## src/rtl/uart_rx_pkg.sv

```systemverilog
// -----------------------------------------------------------------------------
// uart_rx_pkg
// Shared types and constants for the serial receive control stage.
//   rx_state_t        : receive FSM states (IDLE, START, DATA, STOP)
//   CLKS_PER_BIT_DEF  : default clocks per serial bit
//   DATA_BITS_DEF     : default data bits per frame
//   CNT_BITS          : width of the bit-period timer
//   BIT_CNT_W         : width of the data-bit counter (holds 0..8)
// -----------------------------------------------------------------------------
package uart_rx_pkg;

  typedef enum logic [1:0] {
    IDLE  = 2'd0,
    START = 2'd1,
    DATA  = 2'd2,
    STOP  = 2'd3
  } rx_state_t;

  localparam int CLKS_PER_BIT_DEF = 10;
  localparam int DATA_BITS_DEF    = 8;
  localparam int CNT_BITS         = 8;
  localparam int BIT_CNT_W        = 4;

endpackage

```

## src/rtl/uart_rx_ctrl_if.sv

```systemverilog
// -----------------------------------------------------------------------------
// uart_rx_ctrl_if
// Bundles the receive stage's line input and host-side word/flag outputs.
//   serial_in     : synchronized serial line, idle high   (master -> slave)
//   data_read     : host acknowledge                      (master -> slave)
//   rx_data       : last good received word               (slave -> master)
//   data_ready    : rx_data holds an unread word          (slave -> master)
//   framing_error : last completed frame had stop bit = 0 (slave -> master)
//   overrun_error : unread word was overwritten           (slave -> master)
// The slave modport is the receiver; the master modport is the line/host side.
// -----------------------------------------------------------------------------
interface uart_rx_ctrl_if
  import uart_rx_pkg::*;
#(
  parameter int DATA_BITS = DATA_BITS_DEF
) ();

  logic                 serial_in;
  logic                 data_read;
  logic [DATA_BITS-1:0] rx_data;
  logic                 data_ready;
  logic                 framing_error;
  logic                 overrun_error;

  modport master (
    output serial_in,
    output data_read,
    input  rx_data,
    input  data_ready,
    input  framing_error,
    input  overrun_error
  );

  modport slave (
    input  serial_in,
    input  data_read,
    output rx_data,
    output data_ready,
    output framing_error,
    output overrun_error
  );

endinterface

```

## src/rtl/flex_counter.sv

```systemverilog
// -----------------------------------------------------------------------------
// flex_counter
// Programmable up-counter: counts 0,1..rollover_val then wraps to 1.
//   clk           : system clock, rising edge
//   n_rst         : asynchronous active-low reset
//   clear         : synchronous clear to 0 (priority over count_enable)
//   count_enable  : advance the count this edge
//   rollover_val  : terminal count
//   count_out     : current count
//   rollover_flag : high while count_out == rollover_val
// -----------------------------------------------------------------------------
module flex_counter #(
  parameter int NUM_CNT_BITS = 4
) (
  input  logic                    clk,
  input  logic                    n_rst,
  input  logic                    clear,
  input  logic                    count_enable,
  input  logic [NUM_CNT_BITS-1:0] rollover_val,
  output logic [NUM_CNT_BITS-1:0] count_out,
  output logic                    rollover_flag
);

  logic [NUM_CNT_BITS-1:0] count_q, count_d;
  logic                    flag_q, flag_d;

  // Count and flag registers.
  always_ff @(posedge clk or negedge n_rst) begin
    if (!n_rst) begin
      count_q <= '0;
      flag_q  <= 1'b0;
    end else begin
      count_q <= count_d;
      flag_q  <= flag_d;
    end
  end

  // Next count; the flag is registered so it lines up with the count value.
  always_comb begin
    count_d = count_q;
    flag_d  = flag_q;
    if (clear) begin
      count_d = '0;
      flag_d  = 1'b0;
    end else if (count_enable) begin
      if (count_q == rollover_val) begin
        count_d = {{(NUM_CNT_BITS-1){1'b0}}, 1'b1};
      end else begin
        count_d = count_q + 1'b1;
      end
      flag_d = (count_d == rollover_val);
    end else begin
      count_d = count_q;
      flag_d  = flag_q;
    end
  end

  assign count_out     = count_q;
  assign rollover_flag = flag_q;

endmodule

```

## src/rtl/uart_rx_ctrl.sv

```systemverilog
// -----------------------------------------------------------------------------
// uart_rx_ctrl
// Serial receive control: detects a start bit, samples DATA_BITS data bits
// mid-bit LSB-first, checks the stop bit and presents the word with flags.
// A flex_counter is the bit-period timer: held clear in IDLE, free-running
// otherwise, sampling at count == CLKS_PER_BIT/2 and advancing on rollover.
//   clk : system clock, rising edge
//   rst : asynchronous active-high reset
//   bus : uart_rx_ctrl_if.slave (serial_in, data_read in; rx_data,
//         data_ready, framing_error, overrun_error out, all registered)
// -----------------------------------------------------------------------------
module uart_rx_ctrl
  import uart_rx_pkg::*;
#(
  parameter int CLKS_PER_BIT = CLKS_PER_BIT_DEF,
  parameter int DATA_BITS    = DATA_BITS_DEF
) (
  input  logic          clk,
  input  logic          rst,
  uart_rx_ctrl_if.slave bus
);

  localparam logic [CNT_BITS-1:0]  ROLLOVER = CNT_BITS'(CLKS_PER_BIT);
  localparam logic [CNT_BITS-1:0]  MID      = CNT_BITS'(CLKS_PER_BIT / 2);
  localparam logic [BIT_CNT_W-1:0] LAST_BIT = BIT_CNT_W'(DATA_BITS);

  rx_state_t              state_q, state_d;
  logic                   prev_serial_q, prev_serial_d;
  logic [DATA_BITS-1:0]   shift_q, shift_d;
  logic [BIT_CNT_W-1:0]   bit_cnt_q, bit_cnt_d;
  logic [DATA_BITS-1:0]   rx_data_q, rx_data_d;
  logic                   data_ready_q, data_ready_d;
  logic                   framing_error_q, framing_error_d;
  logic                   overrun_error_q, overrun_error_d;

  logic                   start_edge_s;
  logic                   sample_s;
  logic                   advance_s;
  logic                   timer_clear_s;
  logic                   timer_en_s;
  logic [CNT_BITS-1:0]    count_s;
  logic                   rollover_s;
  logic                   stop_ok_s;
  logic                   stop_bad_s;

  // Bit-period timer.
  flex_counter #(
    .NUM_CNT_BITS(CNT_BITS)
  ) u_timer (
    .clk          (clk),
    .n_rst        (~rst),
    .clear        (timer_clear_s),
    .count_enable (timer_en_s),
    .rollover_val (ROLLOVER),
    .count_out    (count_s),
    .rollover_flag(rollover_s)
  );

  assign start_edge_s  = prev_serial_q & ~bus.serial_in;
  assign sample_s      = (count_s == MID);
  assign advance_s     = rollover_s;
  assign timer_clear_s = (state_q == IDLE);
  assign timer_en_s    = (state_q != IDLE);
  assign prev_serial_d = bus.serial_in;

  // State, shifter and output registers.
  always_ff @(posedge clk or posedge rst) begin
    if (rst) begin
      state_q         <= IDLE;
      prev_serial_q   <= 1'b1;
      shift_q         <= '0;
      bit_cnt_q       <= '0;
      rx_data_q       <= '0;
      data_ready_q    <= 1'b0;
      framing_error_q <= 1'b0;
      overrun_error_q <= 1'b0;
    end else begin
      state_q         <= state_d;
      prev_serial_q   <= prev_serial_d;
      shift_q         <= shift_d;
      bit_cnt_q       <= bit_cnt_d;
      rx_data_q       <= rx_data_d;
      data_ready_q    <= data_ready_d;
      framing_error_q <= framing_error_d;
      overrun_error_q <= overrun_error_d;
    end
  end

  // Receive FSM next state, data shifter and bit counter.
  always_comb begin
    state_d    = state_q;
    shift_d    = shift_q;
    bit_cnt_d  = bit_cnt_q;
    stop_ok_s  = 1'b0;
    stop_bad_s = 1'b0;
    case (state_q)
      IDLE: begin
        if (start_edge_s) begin
          state_d = START;
        end else begin
          state_d = IDLE;
        end
      end
      START: begin
        // Line back high at mid start bit means a glitch, not a frame.
        if (sample_s && bus.serial_in) begin
          state_d = IDLE;
        end else if (advance_s) begin
          state_d   = DATA;
          bit_cnt_d = '0;
        end else begin
          state_d = START;
        end
      end
      DATA: begin
        // New bit enters at the MSB so the first bit ends up in bit 0.
        if (sample_s) begin
          shift_d = {bus.serial_in, shift_q[DATA_BITS-1:1]};
        end else begin
          shift_d = shift_q;
        end
        if (advance_s) begin
          bit_cnt_d = bit_cnt_q + 1'b1;
          if (bit_cnt_d == LAST_BIT) begin
            state_d = STOP;
          end else begin
            state_d = DATA;
          end
        end else begin
          state_d = DATA;
        end
      end
      STOP: begin
        // Leave at mid stop bit so an immediately following start is seen.
        if (sample_s) begin
          state_d = IDLE;
          if (bus.serial_in) begin
            stop_ok_s = 1'b1;
          end else begin
            stop_bad_s = 1'b1;
          end
        end else begin
          state_d = STOP;
        end
      end
      default: begin
        state_d = IDLE;
      end
    endcase
  end

  // Host-visible word and status flags.
  always_comb begin
    rx_data_d       = rx_data_q;
    data_ready_d    = data_ready_q;
    framing_error_d = framing_error_q;
    overrun_error_d = overrun_error_q;
    if (bus.data_read) begin
      data_ready_d    = 1'b0;
      overrun_error_d = 1'b0;
    end else begin
      data_ready_d    = data_ready_q;
      overrun_error_d = overrun_error_q;
    end
    // A completing word wins over a same-cycle acknowledge.
    if (stop_ok_s) begin
      rx_data_d       = shift_q;
      data_ready_d    = 1'b1;
      framing_error_d = 1'b0;
      if (data_ready_q && !bus.data_read) begin
        overrun_error_d = 1'b1;
      end else begin
        overrun_error_d = overrun_error_d;
      end
    end else if (stop_bad_s) begin
      framing_error_d = 1'b1;
    end else begin
      framing_error_d = framing_error_q;
    end
  end

  assign bus.rx_data       = rx_data_q;
  assign bus.data_ready    = data_ready_q;
  assign bus.framing_error = framing_error_q;
  assign bus.overrun_error = overrun_error_q;

endmodule

```

## src/flat_wrapper.sv

```systemverilog
// flat-port wrapper written by rule: the top's interface ports become plain ports
module uart_rx_ctrl_flat import uart_rx_pkg::*;
#(
  parameter int CLKS_PER_BIT = CLKS_PER_BIT_DEF,
  parameter int DATA_BITS    = DATA_BITS_DEF
)
  (clk, rst, bus_serial_in, bus_data_read, bus_rx_data, bus_data_ready, bus_framing_error, bus_overrun_error);
  uart_rx_ctrl_if #(.DATA_BITS(DATA_BITS)) bus_i ();
  input  logic clk;
  input  logic rst;
  input wire logic [$bits(bus_i.serial_in)-1:0] bus_serial_in;
  input wire logic [$bits(bus_i.data_read)-1:0] bus_data_read;
  output wire logic [$bits(bus_i.rx_data)-1:0] bus_rx_data;
  output wire logic [$bits(bus_i.data_ready)-1:0] bus_data_ready;
  output wire logic [$bits(bus_i.framing_error)-1:0] bus_framing_error;
  output wire logic [$bits(bus_i.overrun_error)-1:0] bus_overrun_error;
  assign bus_i.serial_in = bus_serial_in;
  assign bus_i.data_read = bus_data_read;
  assign bus_rx_data = bus_i.rx_data;
  assign bus_data_ready = bus_i.data_ready;
  assign bus_framing_error = bus_i.framing_error;
  assign bus_overrun_error = bus_i.overrun_error;
  uart_rx_ctrl #(.CLKS_PER_BIT(CLKS_PER_BIT), .DATA_BITS(DATA_BITS)) u_core (.clk(clk), .rst(rst), .bus(bus_i));
endmodule
```

## config.mk

```make
export PLATFORM = sky130hd
export DESIGN_NAME = uart_rx_ctrl_flat
export DESIGN_NICKNAME = d
export VERILOG_FILES = /design/src/rtl/uart_rx_pkg.sv /design/src/rtl/uart_rx_ctrl_if.sv /design/src/rtl/flex_counter.sv /design/src/rtl/uart_rx_ctrl.sv /design/src/flat_wrapper.sv
export SDC_FILE = /design/constraint.sdc
export NUM_CORES = 1
export LEC_CHECK = 0
export ABC_CLOCK_PERIOD_IN_PS = 3500
export BUFFER_PORTS_ARGS = -buffer_cell sky130_fd_sc_hd__buf_2
export CORE_UTILIZATION = 40
export CTS_CLUSTER_SIZE = 8
export DETAILED_ROUTE_END_ITERATION = 16
export HOLD_SLACK_MARGIN = 0.08
export MAX_ROUTING_LAYER = met4
export SLEW_MARGIN = 10
export SYNTH_ARGS = -nofsm -noshare
export SYNTH_HDL_FRONTEND = slang
export SYNTH_SLANG_ARGS = --single-unit
export TNS_END_PERCENT = 1
```

## constraint.sdc

```tcl
create_clock -name clk -period 3.5 [get_ports clk]
set_input_delay 0.35 -clock clk [delete_from_list [all_inputs] [get_ports clk]]
set_output_delay 0.35 -clock clk [all_outputs]
set_load 0.01 [all_outputs]
```

Yosys cells after proc, flatten, opt, wreduce, memory -nomap -nowiden
Index checks and enable logic that the tools add are counted.
{"block": "word_totals", "ff_bits": 35, "latch_bits": 0, "mem_bits_rw": 0, "romBits": 0, "in_bits": 4, "wordCells": 66, "n_memories": 0}
{"block": "op_classes", "addsub": 2, "mul": 0, "n_div": 0, "order_cmp": 0, "n_eq_ne": 10, "n_shift": 0, "muxes": 31, "bitwise": 2, "reduce_logical": 11}
{"op": "two-way mux 8 bit", "count": 5}
{"op": "two-way mux 1 bit", "count": 18}
{"op": "equality test 8 x 4 -> 1 bit, second input constant", "count": 2}
{"op": "two-way mux 4 bit", "count": 3}
{"op": "nonzero test 2 bit", "count": 5}
{"op": "adder 8 x 1 -> 8 bit, second input constant", "count": 1}
{"op": "equality test 8 x 3 -> 1 bit, second input constant", "count": 1}
{"op": "one-hot mux 2 bit (4 select lines)", "count": 1}
{"op": "one-hot mux 4 bit (2 select lines)", "count": 1}
{"op": "two-way mux 2 bit", "count": 3}
{"op": "!= test 2 bit, second input constant", "count": 3}
{"op": "adder 4 x 1 -> 4 bit, second input constant", "count": 1}
{"op": "equality test 2 bit, second input constant", "count": 2}
{"op": "equality test 4 bit, second input constant", "count": 1}
{"op": "AND reduction 4 bit", "count": 1}
{"op": "equality test 2 x 1 -> 1 bit, second input constant", "count": 1}
{"op": "logical AND 1 bit", "count": 2}
{"op": "zero test 2 bit", "count": 1}
{"op": "AND reduction 2 bit", "count": 1}
{"op": "bitwise AND 1 bit", "count": 1}
{"op": "zero test 1 bit", "count": 1}
{"op": "inverter 1 bit", "count": 1}

Logic depth before layout (Yosys ltp)
Gate-level depths: netlist (run 1).
{"block": "logic_depth", "ltp_word": 7, "mapped_depth": 6, "mapped_depth_nobuf": 5}

Hierarchy
A second synthesis (run 1) with hierarchy kept.
{"block": "hier_totals", "hier_cells": 189, "area_unflattened_um2": 2069.5}
{"mod": "uart_rx_ctrl", "n_inst": 1, "cells_each": 87, "area_per_inst_um2": 1183.6}
{"mod": "flex_counter", "n_inst": 1, "cells_each": 102, "area_per_inst_um2": 885.8}

Worst setup path after synthesis (run 1)
No wires, ideal clock.
{"block": "synth_timing", "path_kind": "reg2reg", "from": "reg u_core.u_timer.count_q[4], in the netlist u_core.u_timer.count_out[4]", "to": "reg u_core.shift_q[7]", "setup_ps": 125, "arrival_ps": 1557, "required_ps": 3375, "setup_slack_ps": 1818, "path_stages_with_launch": 5, "cell_sequence": "dfrtp_1 -> nor4_4 -> nand3_2 -> nor2_4 -> mux2_2"}
{"block": "synth_between", "elab_chain_cells": 2}
{"item": "start: declaration", "line": "flex_counter.sv:24", "source": "logic [NUM_CNT_BITS-1:0] count_q, count_d;"}
{"item": "start signal: assignment", "line": "flex_counter.sv:33", "source": "count_q <= count_d;"}
{"item": "equality test 8 x 3 -> 1 bit", "line": "uart_rx_ctrl.sv:60", "source": "assign sample_s = (count_s == MID);"}
{"item": "AND reduction 2 bit (no source line)"}
{"item": "end signal: assignment", "line": "uart_rx_ctrl.sv:80", "source": "shift_q <= shift_d;"}
{"item": "end: declaration", "line": "uart_rx_ctrl.sv:29", "source": "logic [DATA_BITS-1:0] shift_q, shift_d;"}
Every way passes these cells.
A chain may end at the register's enable or synchronous reset.

Worst setup path after layout (run 1)
{"block": "layout_timing", "from": "reg u_core.u_timer.count_q[4], in the netlist u_core.u_timer.count_out[4]", "to": "reg u_core.rx_data_q[3], in the netlist u_core.bus.rx_data[3]"}
{"block": "layout_between", "elab_chain_cells": 3}
{"item": "equality test 8 x 3 -> 1 bit", "line": "uart_rx_ctrl.sv:60"}
{"item": "two-way mux 1 bit", "line": "uart_rx_ctrl.sv:135", "source": "if (sample_s) begin"}
{"item": "two-way mux 1 bit", "line": "uart_rx_ctrl.sv:96", "source": "case (state_q)"}
{"item": "end signal: assignment", "line": "uart_rx_ctrl.sv:82", "source": "rx_data_q <= rx_data_d;"}
{"item": "end: declaration", "line": "uart_rx_ctrl.sv:31", "source": "logic [DATA_BITS-1:0] rx_data_q, rx_data_d;"}
Every way passes these cells.

==> results.ini, run 1 <==
[outcome]
outcome = finished, violations left
failed_checks = DRC

[sta]
finalSetupViolCount = 0
finalHoldViolCount = 0
period_minus_slack_ns = 2.07
worst_pin_slew_ns = 0.645
final.setup.tns_ns = 0
fin_skew_ns = 0.00345
holdWs_ns = 0.152
max_slew_margin_pct = 57.0
fmax_mhz = 482
final-max-slew-violation-count = 0
rsz0062_at_grt = no
period_share_pct = 59.2

[worst_setup_path]
max_stage_delay_ns = 0.46
worst_setup_path_end_kind = flop
path_class = reg2reg
cp-start-kind = flop
arrival_ns = 2.24
cp_slowest_cell = nor4_4
r2r_slack_ns = 1.43
crit_chain = nor4_4 > nand4_1 > nand2b_1 > mux2_4
required_ns = 3.67
critical_path_buf_inv_count = 0
crit_family = simple AND/OR/NAND/NOR gates
cp_max_fo = 10

[global_route]
grt_pass1_vias = 1071
grt_overflow = 0
antenna_found_initial = 0
grtUsageTotal_pct = 15.1
grt_max_degree = 36
grt_pass1_wl_um = 4820

[die]
core_area_um2 = 4000
die_h_um = 66.7
fp.dieArea_um2 = 4450
start_util_pct = 41.9
rows = 23
fp.dieW_um = 66.7
io_pins = 15

[yosys]
synth_nets = 145
synth-edff-count = 0
netlist.area_leader.share_pct = 50.8
synth.most_common_cell = dfrtp_1
ys_warn_count = 0
synth_cells = 136
synth.distinct_cells = 40
ys_top_cells_by_area = dfrtp_1 (51%), mux2_4 (7.2%), mux2_2 (5.4%)
ys_ff_latch = 35
yosysSeqAreaShare_pct = 52.4
synthTopCellsByCount = dfrtp_1 (34), mux2_2 (8), mux2_4 (8), nor2_1 (8), nand2_1 (7)
syn_area_um2 = 1680
async_flop_share_pct = 100
synth_top_area_cell = dfrtp_1
syn_avg_cell_area_um2 = 12.3
synth_ff_type = dfrtp_1

[clock_network]
cts_setup_buffers = 0
root_buffer = clkbuf_8
cts_buffers = 5
clockBufferDepth = 2
clk_latency_ns = 0.28
cts_tree = yes
cts_hold_buf = 0
htreeDepth = 2
clkSinkCount = 35
cts_resized = 0
clkSlewWorstSetupHoldPaths_ns = 0.07

[finish]
diodes = 0
final_cells = 207
post-route-util_pct = 48.0
fin_nets = 165
layout-drive-gt1-share_pct = 27.4
area_growth_pct = 14.5

[power]
clockPowerShare_pct = 33.4
p_int_uw = 778
max-vdd-ir-drop_mv = 0.440
p_per_area_nw_per_um2 = 581
p_sw_uw = 337
total_power_uw = 1120
pwr-share-comb_pct = 20.8
switching_share_pct = 30.2
power_frac_seq_pct = 45.8
p_leak_uw = 0.000959

[run]
cap_violations = 0

[routing]
met1Wirelength_um = 1450
viasPerCell = 5.31
met3_length_um = 108
routed_wl_um = 2850
drc = 2
dr_wl_met2_um = 1260
drt-initial-drc-count = 67
num_vias = 1100
top_layer = met4
wl_per_cell_um = 13.7
dr.pass1.iters = 10
ant_nets = 0

[placed_design]
hpwl_um = 1950
dp_cells = 199
finalWeightedCongestion = 0.804
portBuffers = 14

[worst_hold_path]
hp-class = in2async

-- stage by stage --
stage / setup slack [ns] / instance area, µm²
after detailed placement: 1.43 / 1800
after floorplan: 1.82 / 1680
after global routing: 1.28 / 1920
after global placement: 1.49 / 1800
final: 1.43 / 1920
after CTS: 1.42 / 1920
-- kinds of logic (layout without fill, tap and decap cells) --
kind of cell | Yosys count | count (layout) | synth area share (%)
AND/OR/NAND/NOR | 41 | 41 | 14.4
adder cells (fa/ha/maj) | 5 | 5 | 3.73
XOR/XNOR | 9 | 9 | 4.71
AO/OA/AOI/OAI | 21 | 21 | 9.41
multiplexers | 17 | 17 | 13.1
buffers and inverters | 8 | 29 | 2.24
flip-flops | 35 | 35 | 52.4
-- worst reg2reg max path, stage by stage (launching register included) --
cell and delay, ns:
dfrtp_1 0.45, nor4_4 0.46, nand4_1 0.16, nand2b_1 0.46
mux2_4 0.43
-- per-layer routing --
layer / GRT usage (%) / vias to the layer above
li1: - / 529
met1: 21.4 / 545
met4: 6.38 / 0
met2: 20.1 / 22
met5: - / -
met3: 4.11 / 4
-- state kept, by name, indices dropped and copies added (netlist names) --
| name | flops |
|---|---|
| u_core.prev_serial_q | 1 |
| u_core.bus.rx_data | 8 |
| u_core.bus.framing_error | 1 |
| u_core.bus.overrun_error | 1 |
| u_core.u_timer.rollover_flag | 1 |
| u_core.u_timer.count_out | 8 |
| u_core.shift_q | 8 |
| u_core.bit_cnt_q | 4 |
| u_core.state_q | 2 |
| u_core.bus.data_ready | 1 |
-- final timing paths --
kind	startpoint	end	depth (start not counted)
setup / recovery	u_core.u_timer.count_out[4]	u_core.bus.rx_data[3]	4
hold / removal	rst	u_core.u_timer.count_out[1]	3
setup reg to reg	u_core.u_timer.count_out[4]	u_core.bus.rx_data[3]	4
hold reg to reg	u_core.bus.framing_error	u_core.bus.framing_error	2
max in group asynchronous	rst	u_core.prev_serial_q	3
min in group clk	bus_serial_in	u_core.prev_serial_q	1
-- final cells by class --
| type | instances | area [µm²] |
|---|---|---|
| fillers | 362 | 2080 |
| multi-input cells | 93 | 761 |
| clock buffers | 6 | 82.6 |
| inverters | 6 | 22.5 |
| clock inverters | 2 | 35.0 |
| well taps | 50 | 62.6 |
| repair buffers | 15 | 77.6 |
| flip-flops and latches | 35 | 877 |
-- power by group through the flow --
stage | combinational, µW | clock, µW | sequential, µW
after CTS | 233 | 382 | 508
final | 232 | 373 | 510
after detailed placement | 232 | 0 | 516
after global placement | 227 | 0 | 514
after global routing | 261 | 402 | 518
after floorplan | 180 | 0 | 502
-- layout by cell type, fill, tap and decap left out, types with 5 or more instances in the layout --
cell / Yosys / routed
clkbuf_8: 0 / 6
ha_1: 5 / 5
nor2_1: 8 / 8
nand2b_1: 5 / 5
xnor2_1: 6 / 6
mux2_2: 8 / 8
buf_2: 0 / 14
mux2_4: 8 / 8
nand3_1: 5 / 5
nand2_1: 7 / 7
inv_1: 6 / 6
dfrtp_1: 34 / 34
No activity file was read; power rests on OpenSTA's default activity.
==> run 2, diff against run 1 <==
--- a/config.mk
+++ b/config.mk
@@ -5,7 +5,7 @@
 export SDC_FILE = /design/constraint.sdc
 export NUM_CORES = 1
 export LEC_CHECK = 0
-export ABC_CLOCK_PERIOD_IN_PS = 3500
+export ABC_CLOCK_PERIOD_IN_PS = 2000
 export BUFFER_PORTS_ARGS = -buffer_cell sky130_fd_sc_hd__buf_2
 export CORE_UTILIZATION = 40
 export CTS_CLUSTER_SIZE = 8
==> constraint.sdc (replaced) <==
create_clock -name clk -period 2 [get_ports clk]
set_input_delay 0.2 -clock clk [delete_from_list [all_inputs] [get_ports clk]]
set_output_delay 0.2 -clock clk [all_outputs]
set_load 0.01 [all_outputs]
==> run 2 against run 1 <==
  * The flow still finishes with violations (DRC)
  * Largest power group unchanged
  * Sequential share of layout area is 0.36 points lower
  * Critical path depth is 1 higher
  * Worst hold slack worse by 0.031 ns
  * Routed wire length is 3.6% higher
  * Combinational power is 85% higher
  * Sequential cell count stayed put
  * Clock power is 35% higher
  * Largest cell class unchanged
  * Total power is 63% higher
==> results.ini, run 2 (same netlist as run 1, synthesis figures left out) <==
[outcome]
outcome = finished, violations left
failed_checks = DRC

[die]
fp.dieW_um = 66.7
rows = 23
die_h_um = 66.7
fp.dieArea_um2 = 4450
io_pins = 15
start_util_pct = 41.9
core_area_um2 = 4000

[global_route]
antenna_found_initial = 0
grt_pass1_wl_um = 5040
grt_pass1_vias = 1096
grtUsageTotal_pct = 15.9
grt_overflow = 0
grt_max_degree = 36

[finish]
seq_area_um2 = 877
postLayoutCellArea_um2 = 1930
layout-drive-gt1-share_pct = 28.6
final_cell_mix = dfrtp_1 (34), buf_2 (14), nor2_1 (8), mux2_4 (8), mux2_2 (8)
diodes = 0
final_common_cell = dfrtp_1
nFillCells = 374
fin_nets = 170
multiInputGateArea_um2 = 763
area_growth_pct = 15.4

[worst_setup_path]
worst_setup_path_end_kind = flop
arrival_ns = 2.00
required_ns = 2.17
max_stage_delay_ns = 0.45
crit_start = u_core.u_timer.count_out[4]
critical_path_buf_inv_count = 1
cp-start-kind = flop
crit_family = simple AND/OR/NAND/NOR gates
path_class = reg2reg
r2r_slack_ns = 0.17
cp_slowest_cell = dfrtp_1
timing.rr.start = u_core.u_timer.count_out[4]
crit_chain = nor4_4 > buf_4 > nand3_2 > nor2_4 > mux2_2
cp_max_fo = 8

[clock_network]
clkSinkCount = 35
htreeDepth = 2
clockBufferDepth = 2
clk_latency_ns = 0.28
root_buffer = clkbuf_8
cts_buffers = 5
clkSlewWorstSetupHoldPaths_ns = 0.07
cts_tree = yes
cts_setup_buffers = 0

[routing]
wl_per_cell_um = 14.0
num_vias = 1103
dr.pass1.iters = 10
drt-initial-drc-count = 77
ant_nets = 0
viasPerCell = 5.23
drc = 2
routed_wl_um = 2950

[worst_hold_path]
hp-class = in2reg
hp-start = bus_data_read

[run]
cap_violations = 0

[sta]
period_minus_slack_ns = 1.83
fmax_mhz = 547
final.setup.tns_ns = 0
worst_pin_slew_ns = 0.444
fin_skew_ns = 0.00169
max_slew_margin_pct = 70.1
holdWs_ns = 0.121
rsz0062_at_grt = no
finalHoldViolCount = 0
period_share_pct = 91.4
finalSetupViolCount = 0
final-max-slew-violation-count = 0

[placed_design]
finalWeightedCongestion = 0.782
hpwl_um = 2090
portBuffers = 14
dpl_cell_area_um2 = 1820

[power]
p_leak_uw = 0.000968
p_per_area_nw_per_um2 = 941
max-vdd-ir-drop_mv = 0.645

## run 2: cell types whose count changed in the layout (fill, tap and decap cells not counted), sizes merged
cell / previous run / this run
buf: 15 / 18
dlygate4sd3: 0 / 2
bufinv: 1 / 0
## run 2: final timing paths
| check | endpoint | cells after the start |
|---|---|---|
| max in group asynchronous | u_core.prev_serial_q | 4 |
| worst max register to register | u_core.shift_q[6] | 5 |
| min in group asynchronous | u_core.shift_q[6] | 4 |
| worst max-delay path | u_core.shift_q[6] | 5 |
| worst min register to register | u_core.bus.rx_data[1] | 1 |
| worst min-delay path | u_core.bus.overrun_error | 2 |
## run 2: final cells by class
cell class	count	share of cell area, %
multi-input combinational	93	39.5
tap	50	3.24
clock inverter	1	0.259
sequential	35	45.4
clock buffer	6	4.27
timing repair buffer	20	6.21
inverter	6	1.17
## run 2: stage by stage
step | setup WS (ns) | cells | util, % | total power (µW)
2_1_floorplan | 0.318 | 136 | - | 1190
3_3_place_gp | 0.156 | 202 | 45.6 | 1310
3_5_place_dp | 0.0952 | 202 | 45.6 | 1320
4_1_cts | 0.0801 | 211 | 48.3 | 1850
5_1_grt | 0.0536 | 211 | 48.3 | 1930
6_report | 0.172 | 211 | 48.3 | 1820
## run 2: what timing repair did
item	in CTS	in global routing
endpoints found under the hold margin	35	0
endpoints found under the setup margin	0	8
gates resized for setup	0	1
hold buffers	2	0
## run 2: report_power, final
group          internal, µW  total (µW)  switching [µW]  leakage, µW
sequential              783         885             102     0.000471
clock                   270         505             235    0.0000470
combinational           190         429             239     0.000450
total                  1240        1820             576     0.000968
## run 2: metal layers
| layer | share of wire [%] | GRT usage [%] | wire length (µm) | up-vias |
|---|---|---|---|---|
| li1 | - | - | - | 538 |
| met1 | 51 | 21.0 | 1500 | 541 |
| met2 | 44 | 23.1 | 1310 | 19 |
| met3 | 3.1 | 4.11 | 90 | 5 |
| met4 | 1.5 | 6.65 | 44 | 0 |
| met5 | 0 | - | 0 | - |
==> run 3, diff against run 2 <==
--- a/config.mk
+++ b/config.mk
@@ -5,6 +5,7 @@
 export SDC_FILE = /design/constraint.sdc
 export NUM_CORES = 1
 export LEC_CHECK = 0
+export ABC_AREA = 1
 export ABC_CLOCK_PERIOD_IN_PS = 2000
 export BUFFER_PORTS_ARGS = -buffer_cell sky130_fd_sc_hd__buf_2
 export CORE_UTILIZATION = 40
==> run 3 against run 2 <==
  * The flow now finishes without violations
  * Via count rose by 7.4%
  * Maximum frequency rose by 18%
  * Area after synthesis rose by 0.30%
  * Critical path type unchanged
  * First-iteration DRC count fell by 40%
  * Total power fell by 3.0%
  * Highest routed layer unchanged
  * Sequential cell count did not move
  * Setup slack improved by 0.28 ns
  * Global-route usage fell by 0.14 points
  * Combinational power fell by 13%
==> results.ini, run 3 <==
[sta]
period_share_pct = 77.6
fin_skew_ns = 0.00779
holdWs_ns = 0.175
worst_pin_slew_ns = 0.437
final-max-slew-violation-count = 0
finalSetupViolCount = 0
final.setup.tns_ns = 0
finalHoldViolCount = 0
period_minus_slack_ns = 1.55
max_slew_margin_pct = 70.9
setup_ws_ns = 0.447
fmax_mhz = 644
rsz0062_at_grt = no

[global_route]
grt_max_degree = 36
grt_pass1_vias = 1126
grt.met1_usage_pct = 21.1
grtUsageMet2_pct = 22.2
grt_pass1_wl_um = 4940
met3_usage_pct = 4.62
busiest_layer = met2
antenna_found_initial = 0
grt_overflow = 0
grtUsageTotal_pct = 15.8

[finish]
area_growth_pct = 13.5
layout-drive-gt1-share_pct = 21.6
diodes = 0
fin_nets = 216
final_cell_mix = nand2_1 (45), dfrtp_1 (34), inv_1 (26), nor2_1 (22)
postLayoutCellArea_um2 = 1910
final_common_cell = nand2_1

[worst_setup_path]
required_ns = 2.18
arrival_ns = 1.73
cp-start-kind = flop
cp_max_fo = 6
path_class = reg2reg
worst_setup_path_end_kind = flop

[yosys]
synth.most_common_cell = nand2_1
syn_avg_cell_area_um2 = 9.08
synth_nets = 194
synth.distinct_cells = 25
ys_top_cells_by_area = dfrtp_1 (51%), nand2_1 (10%), o21ai_2 (7.3%)
synth_cells = 185
ys_ff_latch = 35
async_flop_share_pct = 100
netlist.area_leader.share_pct = 50.6
synth_top_area_cell = dfrtp_1
synthTopCellsByCount = nand2_1 (45), dfrtp_1 (34), inv_1 (26)
ys_warn_count = 0
synth_ff_type = dfrtp_1
synth-edff-count = 0
syn_area_um2 = 1680
yosysSeqAreaShare_pct = 52.2

[clock_network]
cts_resized = 0
cts_buffers = 5
cts_tree = yes
root_buffer = clkbuf_8
cts_setup_buffers = 0
clkSinkCount = 35
htreeDepth = 2
clk_latency_ns = 0.29
clkSlewWorstSetupHoldPaths_ns = 0.08
clockBufferDepth = 2

[placed_design]
finalWeightedCongestion = 0.794
hpwl_um = 2010
dp_slack_ns = 0.458
portBuffers = 14
dpl_cell_area_um2 = 1800

[outcome]
outcome = finished clean

[die]
start_util_pct = 41.7
core_area_um2 = 4030
die_h_um = 66.8
fp.dieArea_um2 = 4460
io_pins = 15
rows = 23
fp.dieW_um = 66.8

[routing]
drc = 0
viasPerCell = 4.59
drt-initial-drc-count = 46
wl_per_cell_um = 10.9
routed_wl_um = 2820
ant_nets = 0
dr.pass1.iters = 4
num_vias = 1185

[power]
p_leak_uw = 0.00100
max-vdd-ir-drop_mv = 0.593
total_power_uw = 1760
p_per_area_nw_per_um2 = 925

[worst_hold_path]
hp-class = in2reg

[run]
cap_violations = 0

==> run 3: report_power, final <==
group,switching (µW),internal [µW]
clock,268,242
sequential,85.2,796
combinational,239,135
==> run 3: final timing paths <==
check | start | endpoint | slack [ns] | cells after the start
max in group asynchronous | rst | u_core.prev_serial_q | 1.12 | 4
min in group asynchronous | rst | u_core.u_timer.count_out[5] | 0.55 | 4
worst min-delay path | bus_data_read | u_core.bus.overrun_error | 0.18 | 3
worst max register to register | u_core.u_timer.count_out[1] | u_core.bit_cnt_q[1] | 0.45 | 9
worst min register to register | u_core.bus.rx_data[5] | u_core.bus.rx_data[5] | 0.48 | 2
worst max-delay path | u_core.u_timer.count_out[1] | u_core.bit_cnt_q[1] | 0.45 | 9
==> run 3: area by class of cell <==
| type | instances | area (µm²) |
|---|---|---|
| fill | 384 | 2120 |
| timing repair buffer | 17 | 97.6 |
| clock inverter | 3 | 20.0 |
| tap | 50 | 62.6 |
| clock buffer | 5 | 68.8 |
| sequential | 35 | 877 |
| multi-input combinational | 122 | 683 |
| inverter | 26 | 97.6 |
==> run 3: repair_timing <==
action,4_1_cts,5_1_grt
setup endpoints to repair,0,0
endpoints found under the hold margin,35,0
hold buffers,2,0
==> run 3: cell families (layout without fill, tap and decap cells) <==
kind of cell | Yosys count | after routing | synth area share, %
compound gates | 21 | 21 | 10.3
fa+ha+maj | 5 | 5 | 3.72
buf+inv | 28 | 51 | 7.15
flops | 35 | 35 | 52.2
simple gates | 93 | 93 | 25.1
xor+xnor | 3 | 3 | 1.56
==> run 3: worst max-delay path, stage by stage, from the launching register on <==
cell and delay [ns]:
dfrtp_1 0.43, inv_1 0.07, ha_1 0.15, nand3_2 0.11, nor2_1 0.21, nand2_1 0.12, nand3_2 0.14, nand2_1 0.10
nand2_1 0.08, nand2_1 0.04
==> run 3: layer usage <==
metal / vias up / part of all wire, %
met1: 533 / 53
met3: 5 / 3.7
met5: - / 0
met4: 0 / 1.7
met2: 19 / 41
li1: 628 / -
==> run 3: metrics by stage <==
stage,cells,util (%)
floorplan,185,-
global placement,248,44.6
detailed placement,248,44.6
CTS,258,47.3
global route,258,47.3
finish,258,47.3
